File: config.mk
export PLATFORM = sky130hd
export DESIGN_NAME = vga_sync_gen
export DESIGN_NICKNAME = d
export VERILOG_FILES = /design/src/rtl/vga_sync_gen.sv
export SDC_FILE = /design/constraint.sdc
export NUM_CORES = 1
export LEC_CHECK = 0
export CORE_UTILIZATION = 47
export CTS_CLUSTER_DIAMETER = 100
export DETAILED_ROUTE_END_ITERATION = 10
export PLACE_DENSITY = 0.81
export SLEW_MARGIN = 15
export SYNTH_ARGS = -nofsm -noshare
export SYNTH_HDL_FRONTEND = slang
export SYNTH_SLANG_ARGS = --single-unit
export TNS_END_PERCENT = 1
File: constraint.sdc
create_clock -name clk -period 1.8 [get_ports clk]
set_input_delay 0.36 -clock clk [delete_from_list [all_inputs] [get_ports clk]]
set_output_delay 0.36 -clock clk [all_outputs]
set_load 0.02 [all_outputs]
File: src/rtl/vga_sync_gen.sv
// vga_sync_gen: pixel-enable divider, h/v counters and registered sync/blanking decode for VGA timing
module vga_sync_gen #(
    parameter int CLK_DIV   = 4,
    parameter int H_DISPLAY = 640,
    parameter int H_FRONT   = 16,
    parameter int H_SYNC    = 96,
    parameter int H_BACK    = 48,
    parameter int V_DISPLAY = 480,
    parameter int V_FRONT   = 10,
    parameter int V_SYNC    = 2,
    parameter int V_BACK    = 33
) (
    input  logic       clk,
    input  logic       reset,
    output logic       p_tick,
    output logic [9:0] pixel_x,
    output logic [9:0] pixel_y,
    output logic       video_on,
    output logic       hsync,
    output logic       vsync,
    output logic       frame_start
);
    localparam int H_TOTAL = H_DISPLAY + H_FRONT + H_SYNC + H_BACK;
    localparam int V_TOTAL = V_DISPLAY + V_FRONT + V_SYNC + V_BACK;
    localparam int DW = $clog2(CLK_DIV);
    localparam logic [DW-1:0] DIV_LAST = DW'(CLK_DIV - 1);
    localparam logic [9:0] H_LAST   = 10'(H_TOTAL - 1);
    localparam logic [9:0] V_LAST   = 10'(V_TOTAL - 1);
    localparam logic [9:0] H_DISP   = 10'(H_DISPLAY);
    localparam logic [9:0] V_DISP   = 10'(V_DISPLAY);
    localparam logic [9:0] HS_START = 10'(H_DISPLAY + H_FRONT);
    localparam logic [9:0] HS_END   = 10'(H_DISPLAY + H_FRONT + H_SYNC - 1);
    localparam logic [9:0] VS_START = 10'(V_DISPLAY + V_FRONT);
    localparam logic [9:0] VS_END   = 10'(V_DISPLAY + V_FRONT + V_SYNC - 1);

    logic [DW-1:0] div_q, div_d;
    logic [9:0]    x_q, x_d, y_q, y_d;
    logic          tick, h_wrap, v_wrap;
    logic          p_tick_q, frame_q, hsync_q, vsync_q, video_q;
    logic          hsync_d, vsync_d, video_d;

    // Next counter values; sync/blanking decode from them so the registered flags line up with the registered position
    always_comb begin
        tick    = div_q == DIV_LAST;
        div_d   = tick ? '0 : div_q + 1'b1;
        h_wrap  = tick && x_q == H_LAST;
        v_wrap  = h_wrap && y_q == V_LAST;
        x_d     = tick ? (h_wrap ? '0 : x_q + 1'b1) : x_q;
        y_d     = h_wrap ? (v_wrap ? '0 : y_q + 1'b1) : y_q;
        hsync_d = !(x_d >= HS_START && x_d <= HS_END);
        vsync_d = !(y_d >= VS_START && y_d <= VS_END);
        video_d = x_d < H_DISP && y_d < V_DISP;
    end

    // State and output registers; reset lands on position (0,0) with syncs idle
    always_ff @(posedge clk or posedge reset) begin
        if (reset) begin
            div_q    <= '0;
            x_q      <= '0;
            y_q      <= '0;
            p_tick_q <= 1'b0;
            frame_q  <= 1'b0;
            hsync_q  <= 1'b1;
            vsync_q  <= 1'b1;
            video_q  <= 1'b1;
        end else begin
            div_q    <= div_d;
            x_q      <= x_d;
            y_q      <= y_d;
            p_tick_q <= tick;
            frame_q  <= v_wrap;
            hsync_q  <= hsync_d;
            vsync_q  <= vsync_d;
            video_q  <= video_d;
        end
    end

    assign p_tick      = p_tick_q;
    assign pixel_x     = x_q;
    assign pixel_y     = y_q;
    assign video_on    = video_q;
    assign hsync       = hsync_q;
    assign vsync       = vsync_q;
    assign frame_start = frame_q;
endmodule

## Word-level counts from Yosys, hierarchy flattened

Index checks and enable logic that the tools add are counted.
W data, S select, Z words.

| cells by class | value |
|---|---|
| magnitude comparators | 6 |
| add/subtract/negate cells | 3 |
| eq/ne operators | 3 |
| muxes and demuxes | 5 |
| reduce and logical (&&, ||, !) cells | 7 |

Operators by type and width:

| kind | count |
|---|---|
| $mux W10 | 4 |
| $add A10 B1 Y10 const B | 2 |
| $eq A10 B10 Y1 const B | 2 |
| $ge A10 B10 Y1 const B | 1 |
| $ge A10 B9 Y1 const B | 1 |
| $le A10 B10 Y1 const B | 1 |
| $le A10 B9 Y1 const B | 1 |
| $lt A10 B10 Y1 const B | 1 |
| $lt A10 B9 Y1 const B | 1 |
| $logic_and A1 B1 Y1 | 5 |
| $add A2 B1 Y2 const B | 1 |
| $eq A2 B2 Y1 const B | 1 |
| $logic_not A1 Y1 | 2 |
| $mux W2 | 1 |

| storage, ports and cells | value |
|---|---|
| register bits | 27 |
| word-level logic and storage cells | 32 |
| bits of input ports | 2 |

## Logic depth before layout (Yosys ltp)

Gate-level depths: netlist (run 1).

| depth | value |
|---|---|
| depth after elaboration | 8 |
| depth in mapped cells | 9 |
| depth with buffers taken out | 8 |

## Least setup slack after synthesis (run 1)

OpenSTA, ideal clock, no wires.

| timing | value |
|---|---|
| path kind | register -> register |
| from | register x_q[0] (netlist: pixel_x[0]) |
| to | register video_q (netlist: video_on) |
| clock period less this slack | 2.045 ns |
| stages on the path, launching flop included | 9 |
| arrival | 1.970 ns |
| buffers on the path | 1 |
| setup slack | -0.245 ns |
| setup time | 0.075 ns |
| cell sequence | dfrtp_1 ha_1 nand4_2 or3_1 buf_6 nor3_2 o2bb2ai_1 and3_4 nor3_2 |

| on the way | value |
|---|---|
| word-level cells in the longest chain between the ends | 7 |
| elaborated cells on any way between the ends | 11 |

Ends and longest elaborated chain:

| item | RTL line | RTL |
|---|---|---|
| start: declaration | 37 | `logic [9:0] x_q, x_d, y_q, y_d;` |
| start signal: assignment | 59 | `x_q <= '0;` |
| start signal: assignment | 68 | `x_q <= x_d;` |
| branches (longest 6 deep; another with $add A10 B1 Y10) | - |  |
| $logic_and A1 B1 Y1 * | 52 | `video_d = x_d < H_DISP && y_d < V_DISP;` |
| net video_d | 40 | `logic hsync_d, vsync_d, video_d;` |
| end signal: assignment | 74 | `video_q <= video_d;` |
| end: declaration | 39 | `logic p_tick_q, frame_q, hsync_q, vsync_q, video_q;` |

Mark *: on every way through the listed nets, which the timed path passes.

## Worst setup path after layout (run 1)

| timing | value |
|---|---|
| from | register div_q[0] |
| to | register video_q (netlist: video_on) |

| on the way | value |
|---|---|
| word-level cells in the longest chain between the ends | 7 |
| elaborated cells on any way between the ends | 10 |

Ends and longest elaborated chain:

| item | RTL line | RTL |
|---|---|---|
| start: declaration | 36 | `logic [DW-1:0] div_q, div_d;` |
| start signal: assignment | 67 | `div_q <= div_d;` |
| $eq A2 B2 Y1 * | 44 | `tick = div_q == DIV_LAST;` |
| net tick | 38 | `logic tick, h_wrap, v_wrap;` |
| $logic_and A1 B1 Y1 | 46 | `h_wrap = tick && x_q == H_LAST;` |
| $logic_and A1 B1 Y1 | 47 | `v_wrap = h_wrap && y_q == V_LAST;` |
| $mux W10 (2 in series) | 49 | `y_d = h_wrap ? (v_wrap ? '0 : y_q + 1'b1) : y_q;` |
| $lt A10 B9 Y1 | 52 |  |
| $logic_and A1 B1 Y1 * | 52 |  |
| net video_d | 40 |  |

The timed path passes the listed nets; every way through them passes the cells marked *.

==> summary.md, run 1 <==
| Metric | Value |
|---|---|
| Kind of capture point of the worst setup path | `flop` |
| Total global routing track utilization | `23.13%` |
| Crit path max-delay cell type | `sky130_fd_sc_hd__dfrtp_1` |
| Routed WL per cell | `between 15 and 20 um` |
| Final standard cell utilization of the core | `70.41%` |
| Min Clock Period, post-route | `approximately 1800 ps` |
| Remaining global-route overflow | `0` |
| Final WS setup | `-7.399 ps` |
| Root buffer selected by CTS | `sky130_fd_sc_hd__clkbuf_4` |
| Synth-to-layout area growth | `41.63%` |
| Setup repair after global routing missed its margin | `yes` |
| Number of DRC markers in iteration 0 | `69` |
| WL final | `3780 um` |
| List of cells traversed by the critical path | `ha_4 > nand4_4 > or3_4 > buf_4 > nor4b_2 > a21oi_2 > nand2_1 > nor3_2` |
| Final number of hold-violating endpoints | `0` |
| Final design area excluding fillers | `2150 um2` |
| DRC Markers | `0` |
| Count of fill cells added during filler insertion | `248` |
| Top-level I/O count | `27` |
| Core Region | `about 3100 um2` |
| Setup Slack @ Placement | `-8.101 ps` |
| Die extent in y | `between 50 and 60 um` |
| Layout Cells excl Fill | `between 200 and 250` |
| Vias per std cell | `~5.6` |
| Min-Delay Path Class | `in2async` |
| Worst vdd ir | `about 310 uV` |
| Share of synthesized area occupied by flip-flops and latches | `between 40% and 50%` |
| Top cells by area, synth | `sky130_fd_sc_hd__dfrtp_1 40%, sky130_fd_sc_hd__dfstp_2 5.2%, sky130_fd_sc_hd__xnor2_1 5.2%` |
| Layout net count | `210` |
| Run status | `finished with violations` |
| Max-cap check violation count | `0` |
| Tightest slew margin relative to the limit | `between 70 and 80%` |
| Yosys Warn Count | `0` |
| WP data required | `2080 ps` |
| Total vias in the final route | `about 1400` |
| Violated checks | `negative setup slack` |
| Initial standard-cell utilization of the core | `approximately half` |
| Synth Cell Area | `roughly 1500 um2` |
| Standard cell area after detailed placement | `between 2000 and 2500 um2` |
| Maximum number of pins on one net before global-route repair | `28` |
| Global-route wire length before repair | `6189 um` |
| Antenna cells | `0` |
| TritonCTS clock tree | `yes` |
| Fraction of registers with async set/reset | `100.0%` |
| Portion of synthesized cell area occupied by the leading cell type | `39.57%` |
| Most frequent cell after synthesis | `sky130_fd_sc_hd__dfrtp_1` |
| Fraction of the cycle the final worst path needs | `100.4%` |
| Synth cell types | `41` |
| Number of cells after detailed placement | `roughly 240` |
| Initial antenna violation count | `0` |
| Combined area of the multi-input logic cells | `865.8 um2` |
| Area enclosed by the die boundary | `~3500 um2` |
| Fmax | `around 0.55 GHz` |
| Clock latency on the worst-skew pair | `approximately 320 ps` |
| Predominant post-synthesis flop cell | `sky130_fd_sc_hd__dfrtp_1` |
| Synth Area per Inst | `between 10 and 15 um2` |
| Number of endpoints failing setup at the final stage | `1` |
| First-pass DRT Iterations | `4` |
| Via count of the first global-routing pass | `about 1400` |
| Register clock-pin slew on the reported worst setup and hold paths | `approximately 150 ps` |
| Number of synthesized flops with an enable pin | `0` |
| X dimension of the die | `58.83 um` |
| Critical Setup Path Class | `reg2reg` |
| Pin slew with the least headroom to its limit | `approximately 350 ps` |
| Detailed placement HPWL | `about 2800 um` |
| Footprint of the flip-flops and latches | `about 690 um2` |
| Net count after synthesis | `156` |
| Gp weighted congestion | `~0.87` |
| Post-Route Skew | `~13 ps` |
| CTS Sinks | `27` |
| CP Data Arrival Time | `between 2000 and 2500 ps` |
| Critical path startpoint category | `flop` |
| Static leakage power | `slightly above 0.001 uW` |
| Post-Synthesis Cells | `150` |
| PwrDens | `409.0 nW/um2` |
| Most frequent cells after synthesis | `24 x sky130_fd_sc_hd__dfrtp_1, 15 x sky130_fd_sc_hd__nand2_1, 11 x sky130_fd_sc_hd__nand4_1` |
| Total number of H-tree levels | `1` |
| Total CTS buffers | `3` |
| Delay of the slowest cell on the worst path | `420 ps` |
| Number of buffers on the longest clock path | `2` |
| Number of max-slew violations in the final report | `0` |
| Peak fanout along the critical path | `4` |
| Port Buf Inserts | `26` |
| Share of post-route cells with drive strength above 1 | `33.50%` |
| Total of flip-flops plus latches after synthesis | `27` |
| ANT nets after route | `0` |
| Cell type contributing the most total cell area after synthesis | `sky130_fd_sc_hd__dfrtp_1` |
| Std cell rows | `20` |
## what timing repair did
item / CTS / global route
pin swaps: 1 / 10
gates resized for setup: 19 / 18
buffers inserted: 0 / 4
endpoints found under the setup margin: 22 / 12
hold buffers: 0 / 0
## final cells by class
class / count / area share [%]
multi-input combinational: 109 / 40.28
sequential: 27 / 32.07
timing repair buffer: 57 / 22.76
tap: 44 / 2.561
clock buffer: 3 / 1.048
inverter: 6 / 1.048
clock inverter: 1 / 0.2328
## state kept, by name, indices dropped and copies added (netlist names)
name / cells
vsync: 1
frame_start: 1
p_tick: 1
hsync: 1
pixel_y: 10
video_on: 1
div_q: 2
pixel_x: 10
## cells by family (layout without fill, tap and decap cells)
kind of cell | after synthesis | count (layout) | share of synthesized area (%)
flops | 27 | 27 | 44.77
simple gates | 67 | 67 | 27.53
buf+inv | 14 | 67 | 5.028
xor+xnor | 11 | 11 | 6.348
compound gates | 22 | 22 | 9.645
mux | 5 | 5 | 3.380
fa+ha+maj | 4 | 4 | 3.298
## worst max-delay path: cells and delay by family, from the launching register on
family / cells / cell delay (ps)
AO/OA/AOI/OAI: 1 / 70
AND/OR/NAND/NOR: 5 / 950
adder cells (fa/ha/maj): 1 / 180
buffers and inverters: 1 / 150
flip-flops: 1 / 420
## metrics by stage
stage                     hold slack, ps  setup TNS [ps]  total power [uW]
after floorplan                    404.6          -192.4             627.0
after global placement             413.3               0             633.8
after detailed placement           420.3          -8.101             634.2
after CTS                          377.3          -46.36             891.8
after global routing               421.1          -153.7             906.5
final                              376.8          -7.399             879.2
## placed cells by master, fill, tap and decap left out, types with 4 or more instances in the layout
cell type / netlist / final
sky130_fd_sc_hd__and3_1: 4 / 4
sky130_fd_sc_hd__buf_4: 0 / 30
sky130_fd_sc_hd__clkdlybuf4s50_1: 0 / 5
sky130_fd_sc_hd__dfrtp_1: 24 / 16
sky130_fd_sc_hd__dfrtp_2: 0 / 8
sky130_fd_sc_hd__dlygate4sd2_1: 0 / 16
sky130_fd_sc_hd__dlymetal6s2s_1: 0 / 5
sky130_fd_sc_hd__inv_1: 6 / 6
sky130_fd_sc_hd__mux2i_1: 4 / 4
sky130_fd_sc_hd__nand2_1: 15 / 14
sky130_fd_sc_hd__nand2b_1: 4 / 4
sky130_fd_sc_hd__nand3_1: 5 / 5
sky130_fd_sc_hd__nand4_1: 11 / 11
sky130_fd_sc_hd__nor2_1: 8 / 8
sky130_fd_sc_hd__o21ai_0: 6 / 5
sky130_fd_sc_hd__xnor2_1: 9 / 8
## power by group
part / internal, uW / switching, uW
Combinational: 3.48 / 11.9
Sequential: 607 / 0
Clock: 83.1 / 174
## metal layers
| layer | routed length (um) | global-route usage (%) |
|---|---|---|
| met5 | 0 | 0 |
| met3 | 202 | 3.736 |
| met1 | 1489 | 26.97 |
| met2 | 2053 | 42.86 |
| met4 | 35 | 7.483 |
## worst paths after layout
path / from / end / slack (ps) / cells after the start
max in group asynchronous: reset / hsync / 1120 / 3
worst max register to register: div_q[0] / video_on / -7 / 8
worst min register to register: div_q[0] / div_q[0] / 490 / 1
worst min-delay path: reset / pixel_y[0] / 380 / 3
worst max-delay path: div_q[0] / video_on / -7 / 8
min in group clk: div_q[0] / div_q[0] / 490 / 1
Power figures use the tool's default switching activity.
==> run 2, diff against run 1 <==
Settings changed: CORE_UTILIZATION 47 to 49, CTS_BUF_LIST from default to sky130_fd_sc_hd__clkbuf_4 sky130_fd_sc_hd__clkbuf_8, PLACE_DENSITY 0.81 to 0.84.
==> run 2 against run 1 <==
Net effect: the run ends with design-rule violations, negative setup slack left; die area shrank 3.9%; via count up 0.14%; fmax down 0.69%; first-iteration DRC count is 10% higher; cell count fell by 6.1%; sequential share of layout area grew 0.25 points; count of clock-buffer cells in the layout rose by 1; power increased by 3.3%; setup slack worse by 13 ps; global-route usage is 0.80 points higher; non-clock buffer count fell by 2; sequential cell count is the same.
==> summary.md, run 2 (synthesis gave the netlist of run 1 again) <==
| Metric | Value |
|---|---|
| Run status | `finished with violations` |
| Violated checks | `design-rule violations, negative setup slack` |
| Count of fill cells added during filler insertion | `196 (-21%)` |
| Top library cells by usage in the layout, fill and taps aside | `28 x sky130_fd_sc_hd__buf_4, 16 x sky130_fd_sc_hd__dlygate4sd2_1, 15 x sky130_fd_sc_hd__nand2_1, 15 x sky130_fd_sc_hd__dfrtp_1, 11 x sky130_fd_sc_hd__nand4_1` |
| ANT nets after route | `0 (unchanged)` |
| PwrDens | `424.8 nW/um2 (+3.9%)` |
| Total vias in the final route | `1384 (+0.14%)` |
| Depth of the worst register-to-register path | `7 (-1)` |
| Std cell rows | `19 (-5.0%)` |
| Antenna cells | `0 (unchanged)` |
| Final WS setup | `-19.91 ps (-12.51 ps)` |
| Static leakage power | `0.001033 uW (+2.0%)` |
| TritonCTS clock tree | `yes` |
| Fmax | `0.5495 GHz (-0.69%)` |
| Register clock-pin slew on the reported worst setup and hold paths | `140 ps (about the same)` |
| Initial antenna violation count | `0 (unchanged)` |
| Total global routing track utilization | `23.93% (+0.80 points)` |
| Global-route wire length before repair | `6058 um (-2.1%)` |
| Crit path max-delay cell type | `sky130_fd_sc_hd__dfrtp_2` |
| Max-cap check violation count | `0 (unchanged)` |
| Port Buf Inserts | `26 (unchanged)` |
| Peak fanout along the critical path | `4 (unchanged)` |
| Final number of hold-violating endpoints | `0 (unchanged)` |
| Via count of the first global-routing pass | `1363 (-2.5%)` |
| Kind of capture point of the worst setup path | `flop` |
| Total number of H-tree levels | `1 (unchanged)` |
| WL final | `3846 um (+1.7%)` |
| Min Clock Period, post-route | `1820 ps (+12.51 ps)` |
| Routed WL per cell | `16.58 um (+8.3%)` |
| Layout net count | `208 (-0.95%)` |
| Number of endpoints failing setup at the final stage | `3 (+2)` |
| Min-Delay Path Class | `in2async` |
| Area enclosed by the die boundary | `3324 um2 (-3.9%)` |
| X dimension of the die | `57.66 um (-2.0%)` |
| DRC Markers | `2 (+2)` |
| Share of post-route cells with drive strength above 1 | `33.83% (+0.33 points)` |
| First-pass DRT Iterations | `7 (+3)` |
| Pin slew with the least headroom to its limit | `353.3 ps (+5.850 ps)` |
| WP data required | `2080 ps (about the same)` |
| Critical path startpoint category | `flop` |
| Delay of the slowest cell on the worst path | `430 ps (about the same)` |
| Root buffer selected by CTS | `sky130_fd_sc_hd__clkbuf_4` |
| Clock latency on the worst-skew pair | `330 ps (about the same)` |
| List of cells traversed by the critical path | `ha_4 > nand4_4 > or3_4 > nor4b_2 > a21oi_2 > buf_4 > nand4_1` |
| Most common library cell in the layout ignoring fill and taps | `sky130_fd_sc_hd__buf_4` |
| Worst vdd ir | `377.7 uV (+20%)` |
| Gp weighted congestion | `0.8998 (+3.9%)` |
| Tightest slew margin relative to the limit | `76.45% (-0.39 points)` |
| Combined area of the multi-input logic cells | `878.3 um2 (+1.4%)` |
| Footprint of the flip-flops and latches | `690.7 um2 (+0.18%)` |
| Setup repair after global routing missed its margin | `yes` |
| CTS Sinks | `27 (unchanged)` |
| Maximum number of pins on one net before global-route repair | `28 (unchanged)` |
| CP Data Arrival Time | `2100 ps (+20 ps)` |
| Core Region | `2853 um2 (-6.6%)` |
| Fraction of the cycle the final worst path needs | `101.1% (+0.69 points)` |
| Initial standard-cell utilization of the core | `53.20% (+3.5 points)` |
| Die extent in y | `57.66 um (-2.0%)` |
| Setup Slack @ Placement | `-37.18 ps (-29.08 ps)` |
| Synth-to-layout area growth | `40.81%` |
| Top-level I/O count | `27 (unchanged)` |
| Number of buffers added to fix hold violations after cts | `0 (unchanged)` |
| Critical Setup Path Class | `reg2reg` |
| Number of DRC markers in iteration 0 | `76 (+10%)` |
| Number of max-slew violations in the final report | `0 (unchanged)` |
| Remaining global-route overflow | `0 (unchanged)` |
| Post-Route Skew | `2.560 ps (-10.76 ps)` |
| Vias per std cell | `5.966 (+6.6%)` |
| Total CTS buffers | `3 (unchanged)` |
| Detailed placement HPWL | `2628 um (-5.3%)` |
| Number of buffers on the longest clock path | `2 (unchanged)` |
| Final standard cell utilization of the core | `74.91% (+4.5 points)` |
| Total Neg Setup Slack | `-32.95 ps (-25.55 ps)` |
==> run 2: changes by cell type in the layout (fill, tap and decap cells not counted), sizes merged <==
| cell | previous run | this run |
|---|---|---|
| clkinv | 1 | 0 |
| buf | 31 | 29 |
| dlymetal6s2s | 5 | 6 |
| clkbuf | 3 | 4 |
| clkdlybuf4s50 | 5 | 4 |
==> run 2: cell type report <==
class                   count  share of cell area, %
inverters                   6                  1.054
repair buffers             55                  22.31
well taps                  31                  1.815
clock buffers               4                  1.405
multi-input cells         109                  41.10
flip-flops and latches     27                  32.32
==> run 2: final timing paths <==
check | start | end | slack [ps]
max | pixel_x[1] | vsync | -20
min | reset | p_tick | 370
max reg2reg | pixel_x[1] | vsync | -20
min reg2reg | div_q[0] | div_q[0] | 500
max in group asynchronous | reset | hsync | 1120
min in group clk | div_q[0] | div_q[0] | 500
==> run 2: power by group <==
part / total [uW] / internal, uW / switching, uW
sequential: 607 / 607 / 0
combinational: 15.6 / 3.48 / 12.1
clock: 285 / 102 / 183
==> run 2: repair_timing <==
action | in CTS | in global routing
resized for setup | 23 | 17
endpoints found under the hold margin | 0 | 0
pin swaps | 0 | 11
buffers inserted | 0 | 5
endpoints found under the setup margin | 23 | 10
==> run 2: critical path: cells and delay by family (launching register included) <==
family | cells | cell delay, ps
buffers and inverters | 1 | 140
flip-flops | 1 | 430
adder cells (fa/ha/maj) | 1 | 160
AO/OA/AOI/OAI | 1 | 80
AND/OR/NAND/NOR | 4 | 940
==> run 2: routing by layer <==
| layer | vias to the layer above | GRT usage (%) | part of all wire, % |
|---|---|---|---|
| met4 | 0 | 9.524 | 2.6 |
| met2 | 52 | 42.52 | 51 |
| li1 | 642 | - | - |
| met3 | 12 | 2.455 | 4.0 |
| met5 | - | 0 | 0 |
| met1 | 678 | 30.09 | 42 |
==> run 2: metrics by stage <==
| stage | instances | hold WS, ps | power, uW | area, um2 |
|---|---|---|---|---|
| after detailed placement | 223 | 430.2 | 634.1 | 1997 |
| after global routing | 232 | 388.3 | 944.0 | 2137 |
| after global placement | 223 | 414.1 | 634.0 | 1997 |
| final | 232 | 368.6 | 907.9 | 2137 |
| after CTS | 227 | 380.1 | 906.8 | 2031 |
| after floorplan | 150 | 404.6 | 627.0 | 1590 |
==> run 3, diff against run 2 <==
Settings changed: CAP_MARGIN from default to 0, REMOVE_ABC_BUFFERS from default to 1.
==> run 3 against run 2 <==
Net effect: the flow finishes with violations (negative setup slack); critical path type unchanged; via count decreased by 0.87%; cell count increased by 1.7%; power decreased by 0.71%; critical path depth decreased by 1; first-iteration DRC count decreased by 18%; combinational power decreased by 5%.
==> summary.md, run 3 (synthesis gave the netlist of run 1 again) <==
| Metric | Value |
|---|---|
| Run status | `finished with violations` |
| Violated checks | `negative setup slack` |
| Remaining global-route overflow | `0 (unchanged)` |
| Count of fill cells added during filler insertion | `205 (+4.6%)` |
| Fraction of the cycle the final worst path needs | `105.7% (+4.6 points)` |
| Top library cells by usage in the layout, fill and taps aside | `32 x sky130_fd_sc_hd__buf_4, 24 x sky130_fd_sc_hd__dfrtp_1, 21 x sky130_fd_sc_hd__dlygate4sd2_1, 15 x sky130_fd_sc_hd__nand2_1, 11 x sky130_fd_sc_hd__nand4_1` |
| Number of max-slew violations in the final report | `0 (unchanged)` |
| Layout Cells excl Fill | `236 (+1.7%)` |
| Number of DRC markers in iteration 0 | `62 (-18%)` |
| Port Buf Inserts | `26 (unchanged)` |
| Final number of hold-violating endpoints | `0 (unchanged)` |
| Most common library cell in the layout ignoring fill and taps | `sky130_fd_sc_hd__buf_4` |
| Via count of the first global-routing pass | `1338 (-1.8%)` |
| Kind of capture point of the worst setup path | `flop` |
| Share of total power consumed by net switching | `22.78% (+1.3 points)` |
| Crit path top cell by count | `sky130_fd_sc_hd__nand4_1` |
| Psw | `205.4 uW (+5.2%)` |
| Number of buffer and inverter instances along the worst setup path | `0 (-1)` |
| Total global routing track utilization | `24.30% (+0.37 points)` |
| Maximum number of pins on one net before global-route repair | `28 (unchanged)` |
| X dimension of the die | `57.66 um (unchanged)` |
| Critical R2R Capture | `vsync` |
| Clock latency on the worst-skew pair | `340 ps (about the same)` |
| Gp weighted congestion | `0.8920 (-0.87%)` |
| Proportion of power drawn by the clock network | `31.0% (-0.4 points)` |
| Footprint of the flip-flops and latches | `679.4 um2 (-1.6%)` |
| Number of cells after detailed placement | `228 (+2.2%)` |
| Share of post-route cells with drive strength above 1 | `28.29% (-5.5 points)` |
| Worst vdd ir | `341.0 uV (-9.7%)` |
| Register clock-pin slew on the reported worst setup and hold paths | `160 ps (+20 ps)` |
| Total vias in the final route | `1372 (-0.87%)` |
| Min-Delay Path Class | `in2async` |
| WL final | `3971 um (+3.3%)` |
| Post-Route Skew | `13.57 ps (+11.01 ps)` |
| Power Internal | `696.1 uW (-2.3%)` |
| CTS Sinks | `27 (unchanged)` |
| TritonCTS clock tree | `yes` |
| WP data required | `2080 ps (about the same)` |
| Family of cells with the greatest summed delay on the critical path | `simple AND/OR/NAND/NOR gates` |
| Global-route wire length before repair | `6154 um (+1.6%)` |
| Layout net count | `212 (+1.9%)` |
| Pin slew with the least headroom to its limit | `346.0 ps (-7.264 ps)` |
| Depth of the worst register-to-register path | `6 (-1)` |
| Sequential fraction of design power | `67.4% (+0.5 points)` |
| Antenna cells | `0 (unchanged)` |
| First-pass DRT Iterations | `4 (-3)` |
| Fmax | `0.5257 GHz (-4.3%)` |
| Number of buffers on the longest clock path | `2 (unchanged)` |
| Number of endpoints failing setup at the final stage | `3 (unchanged)` |
| Delay of the slowest cell on the worst path | `410 ps (-20 ps)` |
| Area enclosed by the die boundary | `3324 um2 (unchanged)` |
| Peak fanout along the critical path | `5 (+1)` |
| Max-cap check violation count | `0 (unchanged)` |
| Final WS setup | `-102.2 ps (-82.31 ps)` |
| Combined area of the multi-input logic cells | `839.6 um2 (-4.4%)` |
| ANT nets after route | `0 (unchanged)` |
| Die extent in y | `57.66 um (unchanged)` |
| Std cell rows | `19 (unchanged)` |
| Critical Setup Path Class | `reg2reg` |
| Root buffer selected by CTS | `sky130_fd_sc_hd__clkbuf_4` |
| Setup repair after global routing missed its margin | `yes` |
| Vias per std cell | `5.814 (-2.5%)` |
| Crit path max-delay cell type | `sky130_fd_sc_hd__dfrtp_1` |
| PwrDens | `429.1 nW/um2 (+1.0%)` |
| Routed WL per cell | `16.83 um (+1.5%)` |
| Initial antenna violation count | `0 (unchanged)` |
| Number of buffers added to fix hold violations after cts | `0 (unchanged)` |
| Core Region | `2853 um2 (unchanged)` |
| Relative contribution of combinational cells to total power | `1.6% (about the same)` |
| DRC Markers | `0 (-2)` |
| Top-level I/O count | `27 (unchanged)` |
| Critical path startpoint category | `flop` |
| Tightest slew margin relative to the limit | `76.61% (+0.16 points)` |
| Final design area excluding fillers | `2101 um2 (-1.7%)` |
| Initial standard-cell utilization of the core | `53.20% (unchanged)` |
| Total number of H-tree levels | `1 (unchanged)` |
| Reg2Reg Launch Point | `pixel_x[7]` |
| Total CTS buffers | `3 (unchanged)` |
| Static leakage power | `0.0009978 uW (-3.4%)` |
| CP Data Arrival Time | `2180 ps (+80 ps)` |
| Worst reg-to-reg setup slack | `-100 ps (-80 ps)` |
| List of cells traversed by the critical path | `nand4bb_4 > nor3_2 > nand4_1 > xnor2_1 > and3_4 > nand4_1` |
| Min Clock Period, post-route | `1902 ps (+82.31 ps)` |
| Detailed placement HPWL | `2709 um (+3.1%)` |
| Standard cell area after detailed placement | `1981 um2 (-0.81%)` |
| Synth-to-layout area growth | `38.42%` |
## run 3: tightest hold or removal path, delay by kind of cell
family | cells | cell delay (ps)
buffers and inverters | 3 | 750
## run 3: through the flow
stage / util, % / worst slack (ps) / total power (uW) / setup TNS (ps) / hold slack (ps)
finish: 73.64 / -102.2 / 901.5 / -159.6 / 340.0
global route: 73.64 / -172.0 / 930.0 / -493.0 / 411.4
CTS: 70.22 / -50.19 / 902.1 / -75.44 / 368.8
detailed placement: 69.43 / -85.45 / 634.2 / -107.0 / 420.4
global placement: 69.43 / 3.782 / 633.5 / 0 / 413.7
floorplan: - / -238.3 / 627.1 / -488.4 / 403.1
## run 3: what timing repair did
item,4_1_cts,5_1_grt
setup buffers,1,3
resized for setup,25,14
setup endpoints to repair,24,9
pin swaps,2,9
## run 3: area by class of cell
type / count / share of cell area [%]
multi-input cells: 109 / 39.96
flip-flops and latches: 27 / 32.34
repair buffers: 59 / 23.35
well taps: 31 / 1.846
clock buffers: 3 / 1.072
inverters: 6 / 1.072
clock inverters: 1 / 0.3574
## run 3: worst max-delay path by stage
stage / slack, ps / startpoint / end / cells after the start
finish: -100 / pixel_x[7] / vsync / 6
global route: -170 / pixel_x[7] / vsync / 6
CTS: -50 / pixel_x[1] / video_on / 8
detailed placement: -90 / div_q[0] / video_on / 7
global placement: 4 / div_q[0] / video_on / 7
floorplan: -240 / pixel_x[0] / video_on / 7
## run 3: power by group through the flow
stage / Combinational [uW] / Sequential (uW) / Clock, uW
finish: 14.8 / 607 / 279
global route: 18.4 / 607 / 304
CTS: 16.2 / 607 / 279
detailed placement: 16.1 / 618 / 0
global placement: 15.4 / 618 / 0
floorplan: 8.94 / 618 / 0
## run 3: routing by layer
layer  up-vias  global-route usage, %  wire, um
li1        650                      -         -
met1       675                  33.28      1769
met5         -                      0         0
met2        40                  39.20      2022
met3         7                  2.902       121
met4         0                  10.88        58
